### config.mk
export PLATFORM = sky130hd
export DESIGN_NAME = sdm_mash3_cfg_flat
export DESIGN_NICKNAME = d
export VERILOG_FILES = /design/src/rtl/sdm_mash3_cfg_if.sv /design/src/rtl/sdm_mash3_cfg.sv /design/src/flat_wrapper.sv
export SDC_FILE = /design/constraint.sdc
export NUM_CORES = 1
export LEC_CHECK = 0
export BUFFER_PORTS_ARGS = -buffer_cell sky130_fd_sc_hd__buf_4
export CELL_PAD_IN_SITES_DETAIL_PLACEMENT = 1
export CELL_PAD_IN_SITES_GLOBAL_PLACEMENT = 1
export CORE_MARGIN = 2
export CORE_UTILIZATION = 39
export CTS_CLUSTER_DIAMETER = 200
export DETAILED_ROUTE_END_ITERATION = 12
export PLACE_DENSITY_LB_ADDON = 0.1
export REMOVE_ABC_BUFFERS = 1
export SYNTH_ARGS = -nofsm -noshare
export SYNTH_HDL_FRONTEND = slang
export SYNTH_SLANG_ARGS = --single-unit
### constraint.sdc
create_clock -name clk -period 7.1 [get_ports clk]
set_clock_uncertainty 0.2 [all_clocks]
set_input_delay 1.065 -clock clk [delete_from_list [all_inputs] [get_ports clk]]
set_output_delay 1.065 -clock clk [all_outputs]
set_load 0.1 [all_outputs]
### src/rtl/sdm_mash3_cfg_if.sv
// Control/data bundle between a stimulus source (master) and the
// configurable-order MASH 1-1-1 modulator (slave).
interface sdm_mash3_cfg_if #(
  parameter int W = 16
);
  logic         en;
  logic [W-1:0] din;
  logic         din_ld;
  logic [1:0]   order;
  logic         dither_en;
  logic [3:0]   sdm_out;
  logic         sdm_qn;
  logic         out_vld;

  modport master (
    output en, din, din_ld, order, dither_en,
    input  sdm_out, sdm_qn, out_vld
  );

  modport slave (
    input  en, din, din_ld, order, dither_en,
    output sdm_out, sdm_qn, out_vld
  );
endinterface

### src/rtl/sdm_mash3_cfg.sv
// Configurable-order (1..3) MASH 1-1-1 sigma-delta modulator.
// An unsigned W-bit fraction becomes a signed 4-bit multi-level stream
// whose mean is din/2^W. An order change flushes the cascade, and
// out_vld stays low until the differentiator start-up transient has
// passed. Optional LFSR dither enters as the stage-1 carry-in.
module sdm_mash3_cfg #(
  parameter int          W         = 16,
  parameter logic [14:0] LFSR_SEED = 15'h0001
) (
  input  logic              clk,
  input  logic              rstn,
  sdm_mash3_cfg_if.slave    bus
);

  typedef enum logic [1:0] {
    PH_OFF    = 2'd0,
    PH_FLUSH  = 2'd1,
    PH_SETTLE = 2'd2,
    PH_RUN    = 2'd3
  } phase_e;

  logic [W-1:0] frac_q, frac_d;
  logic [W-1:0] acc1_q, acc1_d, acc2_q, acc2_d, acc3_q, acc3_d;
  logic         c2_z1_q, c2_z1_d, c3_z1_q, c3_z1_d, c3_z2_q, c3_z2_d;
  logic [1:0]   order_q, order_d;
  logic [1:0]   cnt_q, cnt_d;
  logic [14:0]  lfsr_q, lfsr_d;
  logic [3:0]   sdm_out_q, sdm_out_d;
  logic         sdm_qn_q, sdm_qn_d;
  logic         out_vld_q, out_vld_d;

  logic         dith_s;
  logic [W:0]   s1_s, s2_s, s3_s;
  logic         c1_s, c2_s, c3_s;
  logic [4:0]   y_s;
  phase_e       phase_s;

  // Accumulator cascade and the order-dependent noise-shaped output.
  // y is formed modulo 32; its range (-3..+4) fits the 4-bit output.
  always_comb begin
    dith_s = lfsr_q[0] & bus.dither_en;
    s1_s   = {1'b0, acc1_q} + {1'b0, frac_q} + {{W{1'b0}}, dith_s};
    s2_s   = {1'b0, acc2_q} + {1'b0, s1_s[W-1:0]};
    s3_s   = {1'b0, acc3_q} + {1'b0, s2_s[W-1:0]};
    c1_s   = s1_s[W];
    c2_s   = s2_s[W];
    c3_s   = s3_s[W];
    case (order_q)
      2'd1: y_s = {4'd0, c1_s};
      2'd2: y_s = {4'd0, c1_s} + {4'd0, c2_s} - {4'd0, c2_z1_q};
      2'd3: y_s = {4'd0, c1_s} + {4'd0, c2_s} - {4'd0, c2_z1_q}
                + {4'd0, c3_s} - {3'd0, c3_z1_q, 1'b0} + {4'd0, c3_z2_q};
      default: y_s = 5'd0;
    endcase
  end

  // Phase decode: a pending order change always wins and flushes.
  always_comb begin
    if (bus.order != order_q) begin
      phase_s = PH_FLUSH;
    end else if (order_q == 2'd0) begin
      phase_s = PH_OFF;
    end else if (cnt_q != 2'd0) begin
      phase_s = PH_SETTLE;
    end else begin
      phase_s = PH_RUN;
    end
  end

  // Next-state for one enabled edge; the LFSR and fraction load run in
  // every phase, flush included.
  always_comb begin
    frac_d    = bus.din_ld ? bus.din : frac_q;
    lfsr_d    = {lfsr_q[13:0], lfsr_q[14] ^ lfsr_q[13]};
    order_d   = order_q;
    cnt_d     = cnt_q;
    acc1_d    = {W{1'b0}};
    acc2_d    = {W{1'b0}};
    acc3_d    = {W{1'b0}};
    c2_z1_d   = 1'b0;
    c3_z1_d   = 1'b0;
    c3_z2_d   = 1'b0;
    sdm_out_d = 4'd0;
    sdm_qn_d  = 1'b1;
    out_vld_d = 1'b0;
    case (phase_s)
      PH_FLUSH: begin
        order_d = bus.order;
        cnt_d   = bus.order;
      end
      PH_OFF: begin
        cnt_d = 2'd0;
      end
      PH_SETTLE, PH_RUN: begin
        acc1_d  = s1_s[W-1:0];
        acc2_d  = s2_s[W-1:0];
        acc3_d  = s3_s[W-1:0];
        c2_z1_d = c2_s;
        c3_z1_d = c3_s;
        c3_z2_d = c3_z1_q;
        if (phase_s == PH_SETTLE) begin
          cnt_d = cnt_q - 2'd1;
        end else begin
          cnt_d = 2'd0;
        end
        if ((phase_s == PH_RUN) || (cnt_q == 2'd1)) begin
          sdm_out_d = y_s[3:0];
          sdm_qn_d  = ~c1_s;
          out_vld_d = 1'b1;
        end else begin
          sdm_out_d = 4'd0;
          sdm_qn_d  = 1'b1;
          out_vld_d = 1'b0;
        end
      end
      default: begin
        cnt_d = 2'd0;
      end
    endcase
  end

  // State register: asynchronous reset (asserted high), advance only on en.
  always_ff @(posedge clk or posedge rstn) begin
    if (rstn) begin
      frac_q    <= {W{1'b0}};
      acc1_q    <= {W{1'b0}};
      acc2_q    <= {W{1'b0}};
      acc3_q    <= {W{1'b0}};
      c2_z1_q   <= 1'b0;
      c3_z1_q   <= 1'b0;
      c3_z2_q   <= 1'b0;
      order_q   <= 2'd0;
      cnt_q     <= 2'd0;
      lfsr_q    <= LFSR_SEED;
      sdm_out_q <= 4'd0;
      sdm_qn_q  <= 1'b1;
      out_vld_q <= 1'b0;
    end else if (bus.en) begin
      frac_q    <= frac_d;
      acc1_q    <= acc1_d;
      acc2_q    <= acc2_d;
      acc3_q    <= acc3_d;
      c2_z1_q   <= c2_z1_d;
      c3_z1_q   <= c3_z1_d;
      c3_z2_q   <= c3_z2_d;
      order_q   <= order_d;
      cnt_q     <= cnt_d;
      lfsr_q    <= lfsr_d;
      sdm_out_q <= sdm_out_d;
      sdm_qn_q  <= sdm_qn_d;
      out_vld_q <= out_vld_d;
    end
  end

  assign bus.sdm_out = sdm_out_q;
  assign bus.sdm_qn  = sdm_qn_q;
  assign bus.out_vld = out_vld_q;

endmodule

### src/flat_wrapper.sv
// flat-port wrapper written by rule: the top's interface ports become plain ports
module sdm_mash3_cfg_flat 
#(
  parameter int          W         = 16,
  parameter logic [14:0] LFSR_SEED = 15'h0001
)
  (clk, rstn, bus_en, bus_din, bus_din_ld, bus_order, bus_dither_en, bus_sdm_out, bus_sdm_qn, bus_out_vld);
  sdm_mash3_cfg_if #(.W(W)) bus_i ();
  input  logic clk;
  input  logic rstn;
  input wire logic [$bits(bus_i.en)-1:0] bus_en;
  input wire logic [$bits(bus_i.din)-1:0] bus_din;
  input wire logic [$bits(bus_i.din_ld)-1:0] bus_din_ld;
  input wire logic [$bits(bus_i.order)-1:0] bus_order;
  input wire logic [$bits(bus_i.dither_en)-1:0] bus_dither_en;
  output wire logic [$bits(bus_i.sdm_out)-1:0] bus_sdm_out;
  output wire logic [$bits(bus_i.sdm_qn)-1:0] bus_sdm_qn;
  output wire logic [$bits(bus_i.out_vld)-1:0] bus_out_vld;
  assign bus_i.en = bus_en;
  assign bus_i.din = bus_din;
  assign bus_i.din_ld = bus_din_ld;
  assign bus_i.order = bus_order;
  assign bus_i.dither_en = bus_dither_en;
  assign bus_sdm_out = bus_i.sdm_out;
  assign bus_sdm_qn = bus_i.sdm_qn;
  assign bus_out_vld = bus_i.out_vld;
  sdm_mash3_cfg #(.W(W), .LFSR_SEED(LFSR_SEED)) u_core (.clk(clk), .rstn(rstn), .bus(bus_i));
endmodule
# --- Word-level counts from Yosys, hierarchy flattened ---
# Index checks and enable logic that the tools add are counted.
word_totals:
  reg_bits: 92
  output_inout_bits: 6
  elab_cells: 59
op_classes:
  addsub: 10
  n_eq_ne: 8
  mux: 18
  bitwise: 3
  n_reduce_logical: 7
op_table:
  columns: ["op", "n"]
  rows:
  - ["16-bit by 16-bit adder with 17-bit output", 3]
  - ["16-bit 2-to-1 mux", 3]
  - ["17-bit by 1-bit adder with 17-bit output", 1]
  - ["4-bit case mux with 3 select lines", 1]
  - ["4-bit by 1-bit adder with 4-bit output", 2]
  - ["2-bit equality test (second input constant)", 4]
  - ["1-bit 2-to-1 mux", 8]
  - ["4-bit 2-to-1 mux", 2]
  - ["2-bit by 1-bit equality test with 1-bit output (second input constant)", 3]
  - ["2-bit 2-to-1 mux", 3]
  - ["2-bit case mux with 3 select lines", 1]
  - ["2-bit logical NOT", 2]
  - ["2-bit AND reduction", 2]
  - ["4-bit by 1-bit subtractor with 4-bit output", 1]
  - ["4-bit by 2-bit subtractor with 4-bit output", 1]
  - ["1-bit by 1-bit adder with 2-bit output", 1]
  - ["2-bit inequality test", 1]
  - ["2-bit nonzero test", 1]
  - ["2-bit OR reduction", 1]
  - ["2-bit by 1-bit subtractor with 2-bit output (second input constant)", 1]
  - ["1-bit AND", 1]
  - ["1-bit logical OR", 1]
  - ["1-bit NOT", 1]
  - ["1-bit XOR", 1]

# --- Longest topological paths before layout ---
# Gate-level depths: netlist (run 1).
depth:
  word_depth: 11
  depth_mapped: 28
  mapped_depth_nobuf: 28

# --- Worst setup path after synthesis (run 1) ---
# OpenSTA, ideal clock, no wires.
synth_timing:
  path_type: "in2reg"
  start: "in bus_dither_en"
  end: "reg u_core.sdm_out_q[0] (netlist: u_core.bus.sdm_out[0])"
  setup_time_ns: 0.120
  arrival_ns: 5.985
  t_required_ns: 6.780
  setup_slack_ns: 0.795
  path_stages: 24
  cell_sequence: "nand2_1 -> fa_1 -> fa_1 -> nand2b_1 -> a21oi_1 -> nor2b_1 -> o21ai_0 -> xor2_1 -> ha_1 -> a21o_1 -> a31oi_1 -> o21ai_1 -> a311oi_1 -> nor2_1 -> ha_1 -> nand3_1 -> nor3_1 -> o311ai_0 -> o211ai_1 -> a211oi_1 -> nor2_1 -> fa_1 -> a2111o_1 -> o211a_1"
synth_between:
  elab_chain_cells: 11
  word_cells_on_any_way: 12
synth_rtl:
  columns: ["element", "line_no", "text"]
  rows:
  - ["start: declaration", "flat_wrapper.sv:15", "input wire logic [$bits(bus_i.dither_en)-1:0] bus_dither_en;"]
  - ["1-bit AND *", "sdm_mash3_cfg.sv:41", "dith_s = lfsr_q[0] & bus.dither_en;"]
  - ["17-bit by 1-bit adder with 17-bit output *", "sdm_mash3_cfg.sv:42", "s1_s = {1'b0, acc1_q} + {1'b0, frac_q} + {{W{1'b0}}, dith_s};"]
  - ["parallel branches: the longest is 6 deep, another holds 16-bit by 16-bit adder with 17-bit output", null, null]
  - ["4-bit case mux with 3 select lines *", "sdm_mash3_cfg.sv:48", "case (order_q)"]
  - ["4-bit 2-to-1 mux *", "sdm_mash3_cfg.sv:106", "if ((phase_s == PH_RUN) || (cnt_q == 2'd1)) begin"]
  - ["4-bit 2-to-1 mux *", "sdm_mash3_cfg.sv:86", "case (phase_s)"]
  - ["end signal: assignment", "sdm_mash3_cfg.sv:149", "sdm_out_q <= sdm_out_d;"]
  - ["end: declaration", "sdm_mash3_cfg.sv:28", "logic [3:0] sdm_out_q, sdm_out_d;"]
# Every way passes the cells marked *.
# A chain may end at the register's enable or synchronous reset.

# --- Worst setup path after layout (run 1) ---
# Same ends and word-level chain as after synthesis.

==> metrics.txt, run 1 <==
Mapped Cells 607; floorplan row count 45; Final Wtd Congestion 0.814; clock insertion delay at the later pin of the skew report 0.36 ns; Synth area leader sky130_fd_sc_hd__dfrtp_1; slew at the pin closest to its max-slew limit 0.872 ns; master cell of the clock root buffer sky130_fd_sc_hd__clkbuf_16; maximum number of pins on one net before global-route repair 65; Final Cell Area 0.00680 mm^2; CTS H-Tree Depth 3; fraction of synthesis flops using an asynchronous set or reset pin 1.00; part of the total power dissipated in the clock network 0.213; Worst slew margin 0.419; Max Buffers Root-to-Sink 2; logic depth of the worst register-to-register path 24; Die Y-Extent 129 um; Final Slew Violations 0; net switching power 985 uW; fraction of layout instances using a drive strength above 1 0.163; number of hold-slack violations in the final timing report 0; Final Critical Period 6.63 ns; HP Start u_core.bus.out_vld$_DFFE_PP0P_; number of fill cells roughly 1700; part of the power in registers 0.293; critical path type input pin to flip-flop; Chip Width between 100 and 150 um; sinks on the clock net 92; DR WL/cell 18.4 um; internal power roughly 1.4 mW; total die area 0.0166 mm^2; count of cells along the worst hold path 1; leakage power total 3.16 nW; initial core utilization 0.399; total number of yosys warnings 0; fin nets 713; PD cells 354 mW/mm^2; register clock-pin slew on the reported worst setup and hold paths 0.07 ns; synthesized area 0.00606 mm^2; area used by sequential logic in the layout 0.00230 mm^2; Vias approximately 4700; most area-consuming cells after synthesis sky130_fd_sc_hd__dfrtp_1 (37%), sky130_fd_sc_hd__ha_1 (12%), sky130_fd_sc_hd__mux2_2 (5.8%); clock tree from TritonCTS built; number of max-cap violations 0; synthesis-stage register bit count 92; Critical Path Fanout Max 5; antenna violations before repair 0; kind of capture point of the worst setup path flip-flop; Mean Syn Cell Area 9.98 um^2; CP Data Arrival Time about 6.7 ns; HPWL after DPL 10800 um; final worst hold slack 0.292 ns; proportion of synthesized chip area in sequential cells 0.380; fraction of power spent switching nets 0.409; post-layout total power 2.41 mW; required time reported for the critical path endpoint 7.15 ns; power share of the combinational group 0.495; Final Cycle Share 0.934; CTS Buf Count 9; post-synthesis cell type count 63; peak supply drop 0.000175 V; maximum clock rate 151 MHz; top-level I/O count 29; flop2flop setup slack between 0.6 and 0.7 ns; Hold Path Class flip-flop to flip-flop; Overflow after GRT 0; Buffers on Ports 28; number of global-route vias before repair 4925; post-DR vias/cell 5.73; final routed wirelength across all metal layers about 15000 um; Critical R2R Launch u_core.lfsr_q[0]$_DFFE_PP1P_; Post-CTS Hold Buffers 0; ys flop type sky130_fd_sc_hd__dfrtp_1; first drt pass iteration count 4; number of setup violations in the final report 0; core region area 0.0152 mm^2; unrepaired setup endpoints after global routing no; antenna diode count 0; hold-critical path endpoint u_core.bus.out_vld$_DFFE_PP0P_; DRC violation total after the first TritonRoute iteration around 120; synthesis-to-layout area growth 12.2%; number of nets with antenna violations after routing 0; standard cell area after detailed placement 0.00645 mm^2; status completed; DRC Markers 0; GRT Total Usage 0.190; post-layout instance count excluding filler cells 821; DP Cell Count ~800; top cell type's share of synthesized area 0.372; end of the worst register-to-register path u_core.bus.sdm_out[0]$_DFFE_PP0P_; multi-input gate area in the final layout 0.00353 mm^2; first-pass GRT wire length approximately 25000 um; startpoint type of the worst setup path input pin; number of flops mapped to enable cells by yosys 0
-- synthesized netlist by cell type, drive strengths merged (5+ instances only) --
library cell / number
o32ai: 8
nor2: 46
o21a: 12
a211oi: 5
o22ai: 5
nand3: 8
a22o: 34
buf: 11
xnor2: 22
dfrtp: 90
inv: 42
clkbuf: 13
ha: 56
nor3: 11
o21ai: 22
a21o: 15
nand2b: 9
a31oi: 8
o31ai: 8
a21oi: 49
fa: 6
nor2b: 6
xor2: 10
o211ai: 5
mux2: 31
nand2: 26
-- cells by family after synthesis --
logic type      share of synthesized area
buf+inv                            0.0425
simple gates                       0.0940
mux                                0.0626
compound gates                      0.239
xor+xnor                           0.0463
flops                               0.380
fa+ha+maj                           0.135
-- worst max-delay path, stage by stage --
cell	delay (ns)
sky130_fd_sc_hd__buf_4	0.08
sky130_fd_sc_hd__nand2_1	0.05
sky130_fd_sc_hd__fa_1	0.40
sky130_fd_sc_hd__fa_1	0.43
sky130_fd_sc_hd__nand2b_1	0.19
sky130_fd_sc_hd__a21oi_2	0.16
sky130_fd_sc_hd__nor2b_1	0.11
sky130_fd_sc_hd__o21ai_0	0.22
sky130_fd_sc_hd__xor2_1	0.24
sky130_fd_sc_hd__ha_1	0.34
sky130_fd_sc_hd__a21o_1	0.23
sky130_fd_sc_hd__a31oi_1	0.20
sky130_fd_sc_hd__o21ai_1	0.15
sky130_fd_sc_hd__a311oi_2	0.33
sky130_fd_sc_hd__nor2_1	0.10
sky130_fd_sc_hd__ha_1	0.37
sky130_fd_sc_hd__nand3_1	0.18
sky130_fd_sc_hd__nor3_2	0.24
sky130_fd_sc_hd__o311ai_0	0.18
sky130_fd_sc_hd__o211ai_1	0.21
sky130_fd_sc_hd__a211oi_2	0.14
sky130_fd_sc_hd__nor2_1	0.16
sky130_fd_sc_hd__fa_1	0.43
sky130_fd_sc_hd__a2111o_1	0.37
sky130_fd_sc_hd__o211a_1	0.11
-- registers in the layout (all words and copies together), names as in the netlist --
| name | flops |
|---|---|
| u_core.lfsr_q | 15 |
| u_core.bus.sdm_out | 4 |
| u_core.acc3_q | 16 |
| u_core.frac_q | 16 |
| u_core.c2_z1_q | 1 |
| u_core.bus.out_vld | 1 |
| u_core.bus.sdm_qn | 1 |
| u_core.c3_z2_q | 1 |
| u_core.order_q | 2 |
| u_core.acc1_q | 16 |
| u_core.c3_z1_q | 1 |
| u_core.acc2_q | 16 |
| u_core.cnt_q | 2 |
-- per-stage QoR --
| step | setup TNS [ns] | setup slack [ns] | util |
|---|---|---|---|
| after floorplan | 0 | 0.795 | - |
| after global placement | 0 | 0.228 | 0.424 |
| after detailed placement | -0.0383 | -0.0383 | 0.424 |
| after CTS | 0 | 0.295 | 0.445 |
| after global routing | 0 | 0.00717 | 0.447 |
| final | 0 | 0.467 | 0.447 |
-- layout by cell type, fill, tap and decap left out, types with 7 or more instances in the layout --
master / Yosys / layout
sky130_fd_sc_hd__o21ai_0: 11 / 11
sky130_fd_sc_hd__clkbuf_16: 0 / 9
sky130_fd_sc_hd__o21ai_1: 10 / 10
sky130_fd_sc_hd__o21a_1: 12 / 12
sky130_fd_sc_hd__nand2b_1: 9 / 9
sky130_fd_sc_hd__inv_1: 42 / 41
sky130_fd_sc_hd__a21oi_1: 48 / 47
sky130_fd_sc_hd__a21o_1: 15 / 15
sky130_fd_sc_hd__buf_4: 0 / 34
sky130_fd_sc_hd__a31oi_1: 8 / 7
sky130_fd_sc_hd__nor3_1: 11 / 10
sky130_fd_sc_hd__o32ai_1: 8 / 8
sky130_fd_sc_hd__xnor2_1: 22 / 22
sky130_fd_sc_hd__xor2_1: 10 / 10
sky130_fd_sc_hd__a22o_1: 34 / 34
sky130_fd_sc_hd__mux2_2: 31 / 31
sky130_fd_sc_hd__nor2_1: 45 / 44
sky130_fd_sc_hd__nand2_1: 26 / 26
sky130_fd_sc_hd__ha_1: 56 / 56
sky130_fd_sc_hd__nand3_1: 8 / 8
sky130_fd_sc_hd__dfrtp_1: 90 / 90
-- power by group through the flow --
| stage | combinational (mW) | clock (mW) | sequential, mW |
|---|---|---|---|
| 3_3_place_gp | 1.14 | 0 | 0.710 |
| 3_5_place_dp | 1.18 | 0 | 0.716 |
| 4_1_cts | 1.19 | 0.527 | 0.705 |
| 6_report | 1.19 | 0.512 | 0.704 |
| 2_1_floorplan | 0.914 | 0 | 0.696 |
| 5_1_grt | 1.34 | 0.543 | 0.719 |
-- per-layer routing --
metal | share of wire | GRT usage | vias to the layer above
li1 | - | - | 2281
met1 | 0.47 | 0.243 | 2372
met2 | 0.50 | 0.330 | 37
met3 | 0.018 | 0.0287 | 15
met4 | 0.013 | 0.0614 | 0
met5 | 0 | 0 | -
-- what timing repair did --
action / 4_1_cts / 5_1_grt
setup endpoints to repair: 0 / 3
setup buffers: 0 / 1
resized for setup: 0 / 6
-- area by class of cell --
cell class	instances	area share
inverters	42	0.0236
clock inverters	6	0.0120
repair buffers	34	0.0375
multi-input cells	449	0.520
well taps	188	0.0346
flip-flops and latches	92	0.339
clock buffers	10	0.0337
-- how the worst max path moves through the flow --
stage                                        end           from  cells after the start  slack (ns)
2_1_floorplan  u_core.bus.sdm_out[0]$_DFFE_PP0P_  bus_dither_en                     24        0.80
3_3_place_gp   u_core.bus.sdm_out[1]$_DFFE_PP0P_  bus_dither_en                     25        0.23
3_5_place_dp   u_core.bus.sdm_out[0]$_DFFE_PP0P_  bus_dither_en                     25       -0.04
4_1_cts        u_core.bus.sdm_out[0]$_DFFE_PP0P_  bus_dither_en                     25        0.29
5_1_grt        u_core.bus.sdm_out[1]$_DFFE_PP0P_  bus_dither_en                     27       0.007
6_report       u_core.bus.sdm_out[0]$_DFFE_PP0P_  bus_dither_en                     25        0.47
Power figures use the tool's default switching activity.
==> run 2: changes to the inputs <==
==> constraint.sdc (replaced) <==
create_clock -name clk -period 6 [get_ports clk]
set_clock_uncertainty 0.2 [all_clocks]
set_input_delay 0.9 -clock clk [delete_from_list [all_inputs] [get_ports clk]]
set_output_delay 0.9 -clock clk [all_outputs]
set_load 0.1 [all_outputs]
==> metrics.txt, run 2 (synthesized netlist as in run 1, its figures left out) <==
status completed; maximum number of pins on one net before global-route repair 60 (-7.7%); Die Y-Extent 129 um (unchanged); first-pass GRT wire length 27300 um (+11%); master cell of the clock root buffer sky130_fd_sc_hd__clkbuf_16; CTS Buf Count 9 (unchanged); DP Cell Count 889 (+11%); fin util 0.508 (+0.0607); CTS H-Tree Depth 3 (unchanged); post-layout total power 3.36 mW (+39%); worst setup slack after placement -0.753 ns (-0.714 ns); Worst slew margin 0.354 (-0.0650); post-layout instance count excluding filler cells 912 (+11%); number of setup violations in the final report 0 (unchanged); sinks on the clock net 92 (unchanged); number of max-cap violations 0 (unchanged); total die area 0.0166 mm^2 (unchanged); number of nets with antenna violations after routing 0 (unchanged); standard cell area after detailed placement 0.00709 mm^2 (+9.9%); post-DR vias/cell 5.62 (-2.0%); Vias 5121 (+8.8%); slew at the pin closest to its max-slew limit 0.969 ns (+0.0965 ns); Chip Width 129 um (unchanged); core region area 0.0152 mm^2 (unchanged); DRC violation total after the first TritonRoute iteration 201 (+65%); HPWL after DPL 12100 um (+12%); critical path type input pin to flip-flop; clock tree from TritonCTS built; commonest non-fill, non-tap cell in the layout sky130_fd_sc_hd__buf_4; top-level I/O count 29 (unchanged); fin nets 804 (+13%); CP Data Arrival Time 5.94 ns (-0.74 ns); Final Critical Period 5.88 ns; startpoint type of the worst setup path input pin; Overflow after GRT 0 (unchanged); Hold Path Class flip-flop to flip-flop; library cell contributing the largest single delay on the critical path sky130_fd_sc_hd__fa_2; required time reported for the critical path endpoint 6.05 ns (-1.10 ns); final setup margin 0.116 ns (-0.352 ns); Final Slew Violations 0 (unchanged); synthesis-to-layout area growth 27.4%; number of hold-slack violations in the final timing report 0 (unchanged); delay of the slowest critical-path stage 0.45 ns (+0.02 ns); unrepaired setup endpoints after global routing yes; Final Cycle Share 0.981; cell with the most instances on the worst path sky130_fd_sc_hd__fa_2; antenna violations before repair 0 (unchanged); Final Cell Area 0.00772 mm^2 (+14%); DRC Markers 0 (unchanged); register clock-pin slew on the reported worst setup and hold paths 0.08 ns (about the same); sum of negative setup slack 0 ns (unchanged); number of global-route vias before repair 5446 (+11%); DR WL/cell 18.2 um (-0.67%); PD cells 435 mW/mm^2 (+23%); leakage power total 3.68 nW (+17%); GRT Total Usage 0.209 (+0.0195); peak supply drop 0.000259 V (+49%); Max Buffers Root-to-Sink 2 (unchanged); floorplan row count 45 (unchanged); first drt pass iteration count 5 (+1); kind of capture point of the worst setup path flip-flop; final worst hold slack 0.286 ns (-0.00609 ns); maximum clock rate 170 MHz; Final Wtd Congestion 0.836 (+2.7%); final routed wirelength across all metal layers 16600 um (+10%); fraction of layout instances using a drive strength above 1 0.322 (+0.159); antenna diode count 0 (unchanged); clock insertion delay at the later pin of the skew report 0.36 ns (about the same); Buffers on Ports 28 (unchanged); Critical Path Fanout Max 3 (-2); initial core utilization 0.399 (unchanged); most used cells in the layout excluding fill and tap cells sky130_fd_sc_hd__buf_4 (123), sky130_fd_sc_hd__dfrtp_1 (90), sky130_fd_sc_hd__ha_1 (52)
==> run 2: final timing paths <==
kind | depth (start not counted) | slack [ns] | start | to
max reg2reg | 27 | 0.16 | u_core.lfsr_q[0]$_DFFE_PP1P_ | u_core.bus.sdm_out[0]$_DFFE_PP0P_
min in group asynchronous | 2 | 0.34 | rstn | u_core.acc1_q[14]$_DFFE_PP0P_
min | 1 | 0.29 | u_core.bus.out_vld$_DFFE_PP0P_ | u_core.bus.out_vld$_DFFE_PP0P_
min reg2reg | 1 | 0.29 | u_core.bus.out_vld$_DFFE_PP0P_ | u_core.bus.out_vld$_DFFE_PP0P_
max in group asynchronous | 3 | 4.11 | rstn | u_core.acc3_q[4]$_DFFE_PP0P_
max | 28 | 0.12 | bus_dither_en | u_core.bus.sdm_out[0]$_DFFE_PP0P_
==> run 2: routing by layer <==
metal	part of all wire	global-route usage	vias to the layer above	routed length (um)
li1	-	-	2464	-
met1	0.45	0.262	2581	7410
met2	0.51	0.371	52	8520
met3	0.025	0.0387	24	416
met4	0.017	0.0556	0	288
met5	0	0	-	0
==> run 2: area by class of cell <==
| class | instances | area, um^2 |
|---|---|---|
| multi-input combinational | 449 | 3770 |
| sequential | 92 | 2300 |
| tap | 188 | 235 |
| inverter | 42 | 160 |
| fill | 1709 | 7480 |
| clock buffer | 9 | 225 |
| clock inverter | 7 | 78.8 |
| timing repair buffer | 125 | 946 |
==> run 2: repair_timing <==
| action | 4_1_cts | 5_1_grt |
|---|---|---|
| setup endpoints to repair | 4 | 4 |
| pin swaps | 11 | 28 |
| cloned | 0 | 0 |
| buffers inserted | 3 | 4 |
| hold buffers | 0 | 0 |
| gates resized for setup | 21 | 36 |
==> run 2: power by group <==
part,switching [mW],internal [mW],leakage (nW),total [mW]
Combinational,0.970,0.966,2.34,1.94
Clock,0.292,0.297,0.148,0.589
Sequential,0.0828,0.751,1.19,0.833
Total,1.34,2.01,3.68,3.36
==> run 2: worst max-delay path: cells and delay by family <==
family	cells	cell delay [ns]
AND/OR/NAND/NOR	7	0.66
XOR/XNOR	1	0.18
buffers and inverters	4	0.50
adder cells (fa/ha/maj)	5	1.67
AO/OA/AOI/OAI	11	2.03
==> run 3: changes to the inputs <==
--- a/config.mk
+++ b/config.mk
@@ -14,6 +14,7 @@
 export DETAILED_ROUTE_END_ITERATION = 12
 export PLACE_DENSITY_LB_ADDON = 0.1
 export REMOVE_ABC_BUFFERS = 1
+export SETUP_SLACK_MARGIN = 0.5
 export SYNTH_ARGS = -nofsm -noshare
 export SYNTH_HDL_FRONTEND = slang
 export SYNTH_SLANG_ARGS = --single-unit
==> metrics.txt, run 3 (synthesized netlist as in run 1, its figures left out) <==
leakage power total 3.72 nW (+1.0%); DRC violation total after the first TritonRoute iteration 173 (-14%); floorplan row count 45 (unchanged); Max Buffers Root-to-Sink 2 (unchanged); PD cells 441 mW/mm^2 (+1.5%); maximum clock rate 171 MHz (+0.46%); multi-input gate area in the final layout 0.00386 mm^2 (+2.4%); cell class contributing the biggest share of worst-path delay compound AO/OA/AOI/OAI gates; clock tree from TritonCTS built; busiest grt layer met2; delay of the slowest critical-path stage 0.45 ns (about the same); critical path type input pin to flip-flop; CTS H-Tree Depth 3 (unchanged); total die area 0.0166 mm^2 (unchanged); kind of capture point of the worst setup path flip-flop; worst setup slack after placement -0.753 ns (unchanged); post-layout total power 3.48 mW (+3.5%); most used cells in the layout excluding fill and tap cells sky130_fd_sc_hd__buf_4 (131), sky130_fd_sc_hd__dfrtp_1 (90), sky130_fd_sc_hd__ha_1 (50); commonest non-fill, non-tap cell in the layout sky130_fd_sc_hd__buf_4; Final Critical Period 5.86 ns (-0.0270 ns); Overflow after GRT 0 (unchanged); antenna diode count 0 (unchanged); flop2flop setup slack 0.19 ns (+0.03 ns); Die Y-Extent 129 um (unchanged); Critical R2R Launch u_core.lfsr_q[0]$_DFFE_PP1P_; number of setup violations in the final report 0 (unchanged); HPWL after DPL 12100 um (unchanged); end of the worst register-to-register path u_core.bus.sdm_out[0]$_DFFE_PP0P_; Buffers on Ports 28 (unchanged); peak supply drop 0.000263 V (+1.3%); master cell of the clock root buffer sky130_fd_sc_hd__clkbuf_16; slew at the pin closest to its max-slew limit 0.970 ns (+0.00104 ns); final setup margin 0.143 ns (+0.0270 ns); number of fill cells 1700 (-0.53%); DRC Markers 0 (unchanged); library cell contributing the largest single delay on the critical path sky130_fd_sc_hd__fa_2; DR WL/cell 18.5 um (+1.6%); Final Cell Area 0.00787 mm^2 (+1.9%); CP Data Arrival Time 5.91 ns (-0.03 ns); Final Wtd Congestion 0.836 (unchanged); final routed wirelength across all metal layers 17000 um (+2.5%); antenna violations before repair 0 (unchanged); initial core utilization 0.399 (unchanged); required time reported for the critical path endpoint 6.05 ns (about the same); sinks on the clock net 92 (unchanged); synthesis-to-layout area growth 29.9%; Hold Path Class flip-flop to flip-flop; cell with the most instances on the worst path sky130_fd_sc_hd__fa_2; fraction of layout instances using a drive strength above 1 0.337 (+0.0156); clock insertion delay at the later pin of the skew report 0.36 ns (about the same); core region area 0.0152 mm^2 (unchanged); Final Cycle Share 0.976 (-0.00449); unrepaired setup endpoints after global routing yes; Vias 5198 (+1.5%); destination of the critical timing path u_core.bus.sdm_out[0]$_DFFE_PP0P_; Chip Width 129 um (unchanged); number of nets with antenna violations after routing 0 (unchanged); status completed; number of hold-slack violations in the final timing report 0 (unchanged); number of global-route vias before repair 5512 (+1.2%); fin util 0.518 (+0.00979); standard cell area after detailed placement 0.00709 mm^2 (unchanged); Critical Path Fanout Max 2 (-1); grt met1 use 0.264 (+0.00217); CTS Buf Count 9 (unchanged); post-DR vias/cell 5.65 (+0.62%); first-pass GRT wire length 27700 um (+1.3%); met3 track utilization from global routing 0.0378 (-0.000832); maximum number of pins on one net before global-route repair 60 (unchanged); first drt pass iteration count 4 (-1); start point of the critical path bus_dither_en; Final Slew Violations 0 (unchanged); fin nets 812 (+1.0%); sum of negative setup slack 0 ns (unchanged); number of max-cap violations 0 (unchanged); area used by sequential logic in the layout 0.00230 mm^2 (unchanged); CP bufs+invs 2 (-2); GR met2 Demand/Resource 0.381 (+0.00965); top-level I/O count 29 (unchanged); logic depth of the worst register-to-register path 26 (-3.7%); register clock-pin slew on the reported worst setup and hold paths 0.08 ns (about the same); GRT Total Usage 0.212 (+0.00311); Critical Path Stages 27 (-3.6%); startpoint type of the worst setup path input pin; Worst slew margin 0.353 (-0.000691)
==> run 3: cell count changes in the layout (fill, tap and decap cells not counted), sizes merged <==
cell | before | now
buf | 125 | 133
==> run 3: final cells by class <==
type / instances / area share
Tap cell: 188 / 0.0299
Timing Repair Buffer: 133 / 0.128
Clock inverter: 7 / 0.0100
Multi-Input combinational cell: 449 / 0.491
Inverter: 42 / 0.0203
Sequential cell: 92 / 0.293
Clock buffer: 9 / 0.0286
==> run 3: report_power, final <==
part	internal (mW)	switching [mW]	leakage, nW
combinational	1.03	1.02	2.38
clock	0.297	0.293	0.148
sequential	0.751	0.0854	1.19
==> run 3: repair_timing <==
action | 4_1_cts | 5_1_grt
resized for setup | 39 | 29
setup buffers | 8 | 7
setup endpoints to repair | 6 | 5
pin swaps | 19 | 19
hold buffers | 0 | 0
==> run 3: worst min path at each step <==
stage,startpoint,end,slack [ns],cells past startpoint
floorplan,u_core.cnt_q[1]$_DFFE_PP0P_,u_core.cnt_q[1]$_DFFE_PP0P_,0.26,2
global placement,u_core.bus.out_vld$_DFFE_PP0P_,u_core.bus.out_vld$_DFFE_PP0P_,0.27,1
detailed placement,u_core.bus.out_vld$_DFFE_PP0P_,u_core.bus.out_vld$_DFFE_PP0P_,0.27,1
CTS,u_core.bus.out_vld$_DFFE_PP0P_,u_core.bus.out_vld$_DFFE_PP0P_,0.29,1
global route,u_core.bus.sdm_qn$_DFFE_PP1P_,u_core.bus.sdm_qn$_DFFE_PP1P_,0.32,2
finish,u_core.bus.out_vld$_DFFE_PP0P_,u_core.bus.out_vld$_DFFE_PP0P_,0.29,1
==> run 3: per-stage QoR <==
stage,hold WS (ns),cells
final,0.287,920
after global routing,0.315,920
after CTS,0.292,913
after detailed placement,0.275,889
after global placement,0.267,889
after floorplan,0.265,583
==> run 3: worst reg2reg max path: stages, from the launching register on <==
cell and delay [ns]:
sky130_fd_sc_hd__dfstp_2 0.56, sky130_fd_sc_hd__nand2_4 0.05, sky130_fd_sc_hd__fa_2 0.35, sky130_fd_sc_hd__fa_2 0.35
sky130_fd_sc_hd__nand2b_4 0.16, sky130_fd_sc_hd__a21oi_4 0.15, sky130_fd_sc_hd__nor2b_2 0.07, sky130_fd_sc_hd__o21ai_2 0.17
sky130_fd_sc_hd__xor2_2 0.18, sky130_fd_sc_hd__ha_1 0.27, sky130_fd_sc_hd__a21o_1 0.19, sky130_fd_sc_hd__a31oi_2 0.17
sky130_fd_sc_hd__buf_4 0.15, sky130_fd_sc_hd__o21a_1 0.15, sky130_fd_sc_hd__o31ai_4 0.09, sky130_fd_sc_hd__mux2i_1 0.22
sky130_fd_sc_hd__nor2_2 0.07, sky130_fd_sc_hd__ha_1 0.32, sky130_fd_sc_hd__nand2_2 0.09, sky130_fd_sc_hd__nor3_4 0.21
sky130_fd_sc_hd__o311ai_2 0.13, sky130_fd_sc_hd__o211ai_1 0.18, sky130_fd_sc_hd__a211oi_2 0.14, sky130_fd_sc_hd__nor2_2 0.14
sky130_fd_sc_hd__fa_2 0.45, sky130_fd_sc_hd__a2111o_1 0.38, sky130_fd_sc_hd__o211a_1 0.11
==> run 3: routing by layer <==
metal  vias to the layer above  part of all wire
met5                         -                 0
met4                         0             0.019
met3                        26             0.021
met2                        61              0.52
met1                      2638              0.44
li1                       2473                 -
